<file path="src/rtl/textlcd_monitor.sv">
// rtl/textlcd_monitor.sv - passive HD44780-style bus monitor with a 2x16 DDRAM shadow
module textlcd_monitor #(
  parameter int         SYNC_STAGES = 2,
  parameter logic [7:0] BLANK_CHAR  = 8'h20
) (
  input  logic       clk,
  input  logic       rst,
  input  logic       lcd_e,
  input  logic       lcd_rs,
  input  logic       lcd_rw,
  input  logic [7:0] lcd_data,
  input  logic [4:0] rd_addr,
  output logic [7:0] rd_char,
  output logic [6:0] cur_addr,
  output logic       disp_on,
  output logic       cursor_on,
  output logic       blink_on,
  output logic       two_line,
  output logic       inc_mode,
  output logic       busy,
  output logic       cmd_valid,
  output logic       cmd_rs,
  output logic [7:0] cmd_code,
  output logic       err
);

  typedef enum logic {ST_IDLE, ST_CLEARING} state_t;

  // bus bundle: {e, rs, rw, data[7:0]} moves through the synchronizer as one word
  logic [10:0] sync_q [SYNC_STAGES];
  logic        e_prev_q;

  state_t      state_q;
  logic [7:0]  mirror_q [32];
  logic [4:0]  clr_idx_q;
  logic [6:0]  ac_q;
  logic [7:0]  rd_char_q;
  logic        disp_on_q, cursor_on_q, blink_on_q, two_line_q, inc_mode_q;
  logic        busy_q, cmd_valid_q, cmd_rs_q, err_q;
  logic [7:0]  cmd_code_q;

  logic [10:0] bus_s;
  logic        s_e, s_rs, s_rw;
  logic [7:0]  s_data;
  logic        fall, accept, drop;

  assign bus_s  = sync_q[SYNC_STAGES-1];
  assign s_e    = bus_s[10];
  assign s_rs   = bus_s[9];
  assign s_rw   = bus_s[8];
  assign s_data = bus_s[7:0];
  assign fall   = e_prev_q & ~s_e;
  assign accept = fall & ~s_rw & ~busy_q;
  assign drop   = fall & (s_rw | busy_q);

  function automatic logic [6:0] ac_up(input logic [6:0] a);
    if (a == 7'h27)      return 7'h40;
    else if (a == 7'h67) return 7'h00;
    else                 return a + 7'd1;
  endfunction

  function automatic logic [6:0] ac_down(input logic [6:0] a);
    if (a == 7'h00)      return 7'h67;
    else if (a == 7'h40) return 7'h27;
    else                 return a - 7'd1;
  endfunction

  always_ff @(posedge clk or negedge rst) begin
    if (!rst) begin
      for (int i = 0; i < SYNC_STAGES; i++) sync_q[i] <= '0;
      e_prev_q <= 1'b0;
    end else begin
      sync_q[0] <= {lcd_e, lcd_rs, lcd_rw, lcd_data};
      for (int i = 1; i < SYNC_STAGES; i++) sync_q[i] <= sync_q[i-1];
      e_prev_q <= s_e;
    end
  end

  always_ff @(posedge clk or negedge rst) begin
    if (!rst) begin
      state_q     <= ST_IDLE;
      for (int i = 0; i < 32; i++) mirror_q[i] <= BLANK_CHAR;
      clr_idx_q   <= '0;
      ac_q        <= '0;
      rd_char_q   <= BLANK_CHAR;
      disp_on_q   <= 1'b0;
      cursor_on_q <= 1'b0;
      blink_on_q  <= 1'b0;
      two_line_q  <= 1'b0;
      inc_mode_q  <= 1'b1;
      busy_q      <= 1'b0;
      cmd_valid_q <= 1'b0;
      cmd_rs_q    <= 1'b0;
      cmd_code_q  <= 8'h00;
      err_q       <= 1'b0;
    end else begin
      cmd_valid_q <= accept;
      err_q       <= drop;
      rd_char_q   <= mirror_q[rd_addr];
      if (accept) begin
        cmd_rs_q   <= s_rs;
        cmd_code_q <= s_data;
      end
      case (state_q)
        ST_IDLE: begin
          if (accept) begin
            if (s_rs) begin
              // only columns 0..15 of each line are shadowed
              if (ac_q[5:4] == 2'b00) mirror_q[{ac_q[6], ac_q[3:0]}] <= s_data;
              ac_q <= inc_mode_q ? ac_up(ac_q) : ac_down(ac_q);
            end else begin
              casez (s_data)
                8'b1???????: ac_q <= s_data[6:0];
                8'b01??????: begin end
                8'b001?????: two_line_q <= s_data[3];
                8'b0001????: begin
                  if (!s_data[3]) ac_q <= s_data[2] ? ac_up(ac_q) : ac_down(ac_q);
                end
                8'b00001???: begin
                  disp_on_q   <= s_data[2];
                  cursor_on_q <= s_data[1];
                  blink_on_q  <= s_data[0];
                end
                8'b000001??: inc_mode_q <= s_data[1];
                8'b0000001?: ac_q <= 7'h00;
                8'b00000001: begin
                  ac_q       <= 7'h00;
                  inc_mode_q <= 1'b1;
                  busy_q     <= 1'b1;
                  clr_idx_q  <= 5'd0;
                  state_q    <= ST_CLEARING;
                end
                default: begin end
              endcase
            end
          end
        end
        ST_CLEARING: begin
          mirror_q[clr_idx_q] <= BLANK_CHAR;
          clr_idx_q           <= clr_idx_q + 5'd1;
          if (clr_idx_q == 5'd31) begin
            busy_q  <= 1'b0;
            state_q <= ST_IDLE;
          end
        end
        default: state_q <= ST_IDLE;
      endcase
    end
  end

  assign rd_char   = rd_char_q;
  assign cur_addr  = ac_q;
  assign disp_on   = disp_on_q;
  assign cursor_on = cursor_on_q;
  assign blink_on  = blink_on_q;
  assign two_line  = two_line_q;
  assign inc_mode  = inc_mode_q;
  assign busy      = busy_q;
  assign cmd_valid = cmd_valid_q;
  assign cmd_rs    = cmd_rs_q;
  assign cmd_code  = cmd_code_q;
  assign err       = err_q;

endmodule

</file>
<file path="config.mk">
export PLATFORM = sky130hd
export DESIGN_NAME = textlcd_monitor
export DESIGN_NICKNAME = d
export VERILOG_FILES = /design/src/rtl/textlcd_monitor.sv
export SDC_FILE = /design/constraint.sdc
export NUM_CORES = 1
export LEC_CHECK = 0
export ABC_CLOCK_PERIOD_IN_PS = 4200
export BUFFER_PORTS_ARGS = -buffer_cell sky130_fd_sc_hd__buf_2
export CAP_MARGIN = 30
export CORE_MARGIN = 2
export CORE_UTILIZATION = 67
export DETAILED_ROUTE_END_ITERATION = 12
export PLACE_DENSITY = 0.86
export SLEW_MARGIN = 10
export SYNTH_ARGS = -nofsm -noshare
export SYNTH_HDL_FRONTEND = slang
export SYNTH_SLANG_ARGS = --single-unit
</file>
<file path="constraint.sdc">
create_clock -name clk -period 4.2 [get_ports clk]
set_clock_uncertainty 0.2 [all_clocks]
set_input_delay 0.42 -clock clk [delete_from_list [all_inputs] [get_ports clk]]
set_output_delay 0.42 -clock clk [all_outputs]
set_load 0.02 [all_outputs]
</file>
==> impl_metrics.csv, run 1 <==
group,metric,value,unit
outcome,outcome,"completed",
timing,rsz0062_at_grt,"no",
finish,fillers,1358,
grt,track_usage,33.9,%
synth,synth_flop_cell,"dfrtp_1",
synth,synthSimpleGateAreaFrac,14.1,%
grt,grt_antenna_before_repair,0,
grt,overflow,0,
critical_path,cp.buffers_inverters,1,
critical_path,critPathTopFamily,"simple AND/OR/NAND/NOR gates",
power_and_ir_drop,power_density,414,mW/mm²
place,placedInstanceArea,0.0152,mm²
clock_network,htreeDepth,1,
min_path,hp-class,"register to register",
timing,worst_pin_slew,0.980,ns
timing,setup_tns,0,ns
routing,drtPass1Iterations,5,
floorplan,coreArea,0.0218,mm²
finish,num-nets-final,1417,
synth,yosys_warnings,0,
floorplan,die_w,153,µm
finish,final_common_cell,"nand2_1",
routing,totalWireLength,39.3,mm
synth,syn_nets,1397,
critical_path,cp-start-kind,"register",
floorplan,start_util,68.1,%
power_and_ir_drop,irDropWorstVdd,0.414,mV
synth,synth_fa_ha_area_share,0.845,%
place,gp_congestion,0.913,
place,post-place-cells,1618,
routing,drc,0,
critical_path,crit_top_cell,"nor2_1",
finish,synthToLayoutAreaGrowth,10.8,%
floorplan,io_pins,50,
synth,avgSynthCellArea,10.8,µm²
synth,synth-async-reset-ratio,100,%
timing,hold_viol_final,0,
routing,postRouteAntennaNets,0,
finish,stdcell_count,1693,
finish,antenna_cells,0,
critical_path,path_cells,"nor2_1 > nand3b_2 > inv_2 > nand4b_1 > nor2_1 > o21ai_0",
synth,synthXorXnorAreaFrac,0.473,%
finish,final_cell_mix,"330 x nand2_1, 283 x dfrtp_1, 156 x o21ai_0",
clock_network,cts_tree,"done",
power_and_ir_drop,power_leakage,7.23,nW
timing,drv_slew,0,
timing,fmax,297,MHz
critical_path,crit_type,"register to register",
critical_path,arrival,3.56,ns
grt,grt_pass1_wl,62.6,mm
routing,vias,11506,
timing,setup_viol,0,
clock_network,post_cts_buffers,0,
synth,synth_top_family_by_area,"compound AO/OA/AOI/OAI gates",
place,io_buffers,49,
critical_path,crit_required,4.39,ns
routing,wl_per_cell,23.2,µm
power_and_ir_drop,p_total,6.80,mW
synth,synthCells,1369,
synth,synthTopCellsByArea,"dfrtp_1 48%, mux4_2 9.7%, nand2_1 8.4%",
finish,final_area,0.0164,mm²
clock_network,clock_latency,0.56,ns
synth,synth_area_leader_cell,"dfrtp_1",
clock_network,cts_root_buffer,"clkbuf_16",
floorplan,die_y,153,µm
synth,synth.mux.area_fraction,12.3,%
place,dp_hpwl,24.8,mm
clock_network,cts_inserted_buffers,30,
synth,synth_edf_count,0,
synth,syn-cell-area,0.0148,mm²
synth,ys_types,60,
grt,grt_max_degree,125,
critical_path,setup.worst_path.end_class,"register",
timing,fin_crit_sh,80.2,%
clock_network,clock_path_buffers,3,
timing,hold_slack,0.147,ns
synth,synth_compound_area_share,14.9,%
critical_path,crit_fanout,17,
finish,drive_above_1_share,17.0,%
routing,drt_iter0_drc,1459,
grt,grt_pass1_vias,11558,
floorplan,row_count,54,
job,maxCapViolations,0,
synth,ys_ff_latch,317,
critical_path,cpPeakStageDelay,0.96,ns
routing,viasPerCell,6.80,
clock_network,clock-sinks,317,
synth,synth_seq_area_share,53.9,%
timing,slew_headroom,34.6,%
floorplan,die-area,0.0233,mm²
timing,period_needed,3.37,ns
critical_path,slowest_stage,"nor2_1",
synth,synth_top_area_share,47.8,%
clock_network,clk_pin_slew_worst_paths,0.06,ns
## flip-flops by register name, indices dropped and copies added, names as in the netlist, 5 cells and up
register,flops
mirror_q,256
sync_q,11
cur_addr,7
cmd_code,8
clr_idx_q,5
bus_s,11
rd_char,8
## cells in the mapped netlist (all sizes together) (2+ instances only)
cell type,number
a211oi,2
nand2b,3
nand2,330
nor2,51
and3,4
mux2i,34
inv,26
a32oi,2
and2,5
nand4b,4
a22o,94
mux4,64
a311oi,3
a21oi,33
a31oi,9
clkbuf,54
o21ai,156
dfstp,34
a22oi,12
nor2b,10
nor3b,20
or3,4
a41oi,2
mux2,4
nor4,4
nand3,14
ha,10
xor2,3
a21o,3
xnor2,5
a221oi,10
buf,41
dfrtp,283
nor3,6
nand3b,5
nand4,9
## worst paths after layout
kind / from / end / slack, ns / cells after the start
min in group asynchronous: rst / mirror_q[248]$_DFFE_PN0P_ / 0.26 / 2
hold reg to reg: sync_q[13]$_DFF_PN0_ / bus_s[2]$_DFF_PN0_ / 0.15 / 0
setup reg to reg: busy$_DFFE_PN0P_ / mirror_q[34]$_DFFE_PN0P_ / 0.83 / 6
max in group asynchronous: rst / bus_s[5]$_DFF_PN0_ / 2.44 / 3
setup / recovery: busy$_DFFE_PN0P_ / mirror_q[34]$_DFFE_PN0P_ / 0.83 / 6
hold / removal: sync_q[13]$_DFF_PN0_ / bus_s[2]$_DFF_PN0_ / 0.15 / 0
## cell type report
cell class              count  area, µm²  share of cell area (%)
inverters                  26       97.6                   0.595
multi-input cells         931       6330                    38.6
flip-flops and latches    317       7980                    48.6
clock inverters             8        115                   0.702
clock buffers              48        910                    5.54
well taps                 280        350                    2.14
repair buffers             83        633                    3.86
## layer usage
layer  up-vias  share of wire, %  track usage [%]
met2       748                47             53.4
met5         -                 0                0
met4         0               5.1             15.6
li1       4936                 -                -
met3       165                11             6.66
met1      5657                37             46.3
## metrics by stage
step                util, %  setup WS, ns
floorplan                 -          1.83
global placement       69.7          1.16
detailed placement     69.8          1.00
CTS                    75.1         0.967
global route           75.4         0.643
finish                 75.4         0.830
## cells by family after synthesis
group,after synthesis
xor+xnor,8
buf+inv,121
mux,102
fa+ha+maj,10
compound gates,338
flops,317
simple gates,473
## where the power goes
group / internal, mW / switching (mW) / total (mW)
logic: 0.255 / 0.433 / 0.687
clock network: 1.66 / 1.14 / 2.80
registers: 3.17 / 0.135 / 3.31
total: 5.09 / 1.71 / 6.80
## worst reg2reg max path: stages (launching register included)
cell and delay [ns]:
dfrtp_1 0.39, nor2_1 0.18, nand3b_2 0.32, inv_2 0.28
nand4b_1 0.64, nor2_1 0.97, o21ai_0 0.24
## what timing repair did
action                     CTS  global route
hold buffers                12             0
gates resized for setup      0             0
setup endpoints to repair    0             0
hold endpoints to repair   100             0
(Power assumes the default switching activity.)
==> run 2: changes to the inputs <==
--- a/config.mk
+++ b/config.mk
@@ -5,13 +5,13 @@
 export SDC_FILE = /design/constraint.sdc
 export NUM_CORES = 1
 export LEC_CHECK = 0
-export ABC_CLOCK_PERIOD_IN_PS = 4200
+export ABC_CLOCK_PERIOD_IN_PS = 3200
 export BUFFER_PORTS_ARGS = -buffer_cell sky130_fd_sc_hd__buf_2
 export CAP_MARGIN = 30
 export CORE_MARGIN = 2
-export CORE_UTILIZATION = 67
+export CORE_UTILIZATION = 62
 export DETAILED_ROUTE_END_ITERATION = 12
-export PLACE_DENSITY = 0.86
+export PLACE_DENSITY = 0.81
 export SLEW_MARGIN = 10
 export SYNTH_ARGS = -nofsm -noshare
 export SYNTH_HDL_FRONTEND = slang
==> constraint.sdc (replaced) <==
create_clock -name clk -period 3.2 [get_ports clk]
set_clock_uncertainty 0.2 [all_clocks]
set_input_delay 0.32 -clock clk [delete_from_list [all_inputs] [get_ports clk]]
set_output_delay 0.32 -clock clk [all_outputs]
set_load 0.02 [all_outputs]
==> impl_metrics.csv, run 2 (synthesis results as in run 1) <==
group,metric,value,unit
outcome,outcome,"completed",
job,maxCapViolations,0,
clock_network,clk_pin_slew_worst_paths,0.05,ns
finish,regMostFlops,"mirror_q",
critical_path,path_cells,"inv_1 > ha_1 > nand4b_2 > buf_4 > nor2_2 > buf_4 > a21oi_1 > a22o_1",
grt,grt_pass1_vias,11446,
power_and_ir_drop,p_int,6.84,mW
grt,grt_max_degree,72,
clock_network,hold_buffers,12,
place,dp_hpwl,25.9,mm
place,post-place-cells,1700,
power_and_ir_drop,power_frac_comb,10.3,%
finish,final_cell_mix,"330 x nand2_1, 283 x dfrtp_1, 156 x o21ai_0",
place,io_buffers,49,
critical_path,cpPeakStageDelay,0.64,ns
finish,stdcell_count,1774,
timing,worst_pin_slew,0.884,ns
clock_network,clock_path_buffers,3,
floorplan,die_w,159,µm
power_and_ir_drop,power_leakage,7.46,nW
power_and_ir_drop,clockPowerShare,42.6,%
routing,viasPerCell,6.51,
power_and_ir_drop,power_density,546,mW/mm²
finish,final_area,0.0168,mm²
grt,grt_antenna_before_repair,0,
routing,drt_iter0_drc,1295,
critical_path,slowest_stage,"a21oi_1",
routing,postRouteAntennaNets,0,
critical_path,crit_fanout,9,
finish,synthToLayoutAreaGrowth,13.5,%
timing,worst_slack,0.437,ns
grt,track_usage,33.5,%
timing,period_needed,2.76,ns
timing,hold_slack,0.147,ns
critical_path,setup.worst_path.end_class,"register",
timing,setup_tns,0,ns
power_and_ir_drop,irDropWorstVdd,0.542,mV
floorplan,row_count,56,
routing,wl_per_cell,22.7,µm
min_path,min_from,"sync_q[12]$_DFF_PN0_",
routing,totalWireLength,40.4,mm
finish,drive_above_1_share,19.5,%
power_and_ir_drop,seqPwrFrac,47.1,%
timing,fmax,362,MHz
min_path,hp-class,"register to register",
place,placedInstanceArea,0.0156,mm²
critical_path,arrival,3.00,ns
clock_network,cts_tree,"done",
clock_network,htreeDepth,2,
finish,final_common_cell,"nand2_1",
clock_network,clock_latency,0.51,ns
finish,fillers,1627,
timing,rsz0062_at_grt,"no",
finish,post-route-util,71.6,%
grt,grt_pass1_wl,63.9,mm
finish,num-nets-final,1457,
finish,antenna_cells,0,
power_and_ir_drop,p_total,9.17,mW
critical_path,cp-start-kind,"register",
timing,fin_crit_sh,86.3,%
floorplan,die-area,0.0251,mm²
timing,hold_viol_final,0,
clock_network,post_cts_buffers,0,
clock_network,cts_inserted_buffers,34,
critical_path,cp.buffers_inverters,3,
place,pre_cts_ws,0.550,ns
floorplan,coreArea,0.0235,mm²
routing,drc,0,
critical_path,crit_required,3.44,ns
floorplan,io_pins,50,
timing,slew_headroom,41.0,%
critical_path,crit_type,"register to register",
place,gp_congestion,0.972,
floorplan,start_util,63.1,%
timing,setup_viol,0,
critical_path,critPathTopFamily,"compound AO/OA/AOI/OAI gates",
grt,overflow,0,
finish,largest_register_ffs,256,
floorplan,die_y,159,µm
power_and_ir_drop,sw_frac_of_total,25.4,%
critical_path,reg2reg_from,"cur_addr[0]$_DFFE_PN0P_",
power_and_ir_drop,p_sw,2.33,mW
routing,vias,11542,
critical_path,crit_top_cell,"buf_4",
clock_network,post_cts_resized,0,
clock_network,clock-sinks,317,
timing,drv_slew,0,
routing,drtPass1Iterations,8,
clock_network,cts_root_buffer,"clkbuf_16",
critical_path,crit_path_start,"cur_addr[0]$_DFFE_PN0P_",
[run 2: cell count changes in the layout (fill, tap and decap cells not counted)]
cell,previous run,this run
clkinv_4,0,1
buf_4,17,53
clkbuf_8,7,6
bufinv_16,3,1
buf_16,2,0
buf_12,4,6
clkinv_2,5,8
clkbuf_1,10,9
clkbuf_16,31,37
[run 2: final cells by class]
class | count | area, µm² | share of cell area (%)
clock inverters | 10 | 78.8 | 0.469
repair buffers | 119 | 888 | 5.29
inverters | 26 | 97.6 | 0.581
multi-input cells | 931 | 6330 | 37.6
well taps | 319 | 399 | 2.37
flip-flops and latches | 317 | 7980 | 47.5
clock buffers | 52 | 1040 | 6.20
[run 2: layer usage]
layer  up-vias  track usage [%]  share of wire (%)
met5         -                0                  0
met4         0             11.9                3.7
met3       135             6.53                 10
met2       695             53.4                 47
met1      5701             46.6                 39
li1       5011                -                  -
[run 2: power groups by stage]
stage	Clock, mW	Sequential [mW]	Combinational (mW)
after floorplan	0	4.38	0.554
after global placement	0	4.37	0.899
after detailed placement	0	4.38	0.921
after CTS	3.94	4.31	0.938
after global routing	4.10	4.33	1.03
final	3.90	4.32	0.948
[run 2: worst reg2reg max path: stages (launching register included)]
cell and delay, ns:
dfrtp_1 0.54, inv_1 0.16, ha_1 0.33, nand4b_2 0.12
buf_4 0.22, nor2_2 0.06, buf_4 0.19, a21oi_1 0.64
a22o_1 0.25
[run 2: path summary, 6_finish.rpt]
kind                                             to  slack (ns)  depth (start not counted)
hold reg to reg                  bus_s[1]$_DFF_PN0_        0.15                          0
min in group asynchronous  mirror_q[65]$_DFFE_PN0P_        0.20                          2
setup / recovery           mirror_q[28]$_DFFE_PN0P_        0.44                          8
setup reg to reg           mirror_q[28]$_DFFE_PN0P_        0.44                          8
max in group asynchronous  mirror_q[77]$_DFFE_PN1P_        1.76                          3
hold / removal                   bus_s[1]$_DFF_PN0_        0.15                          0
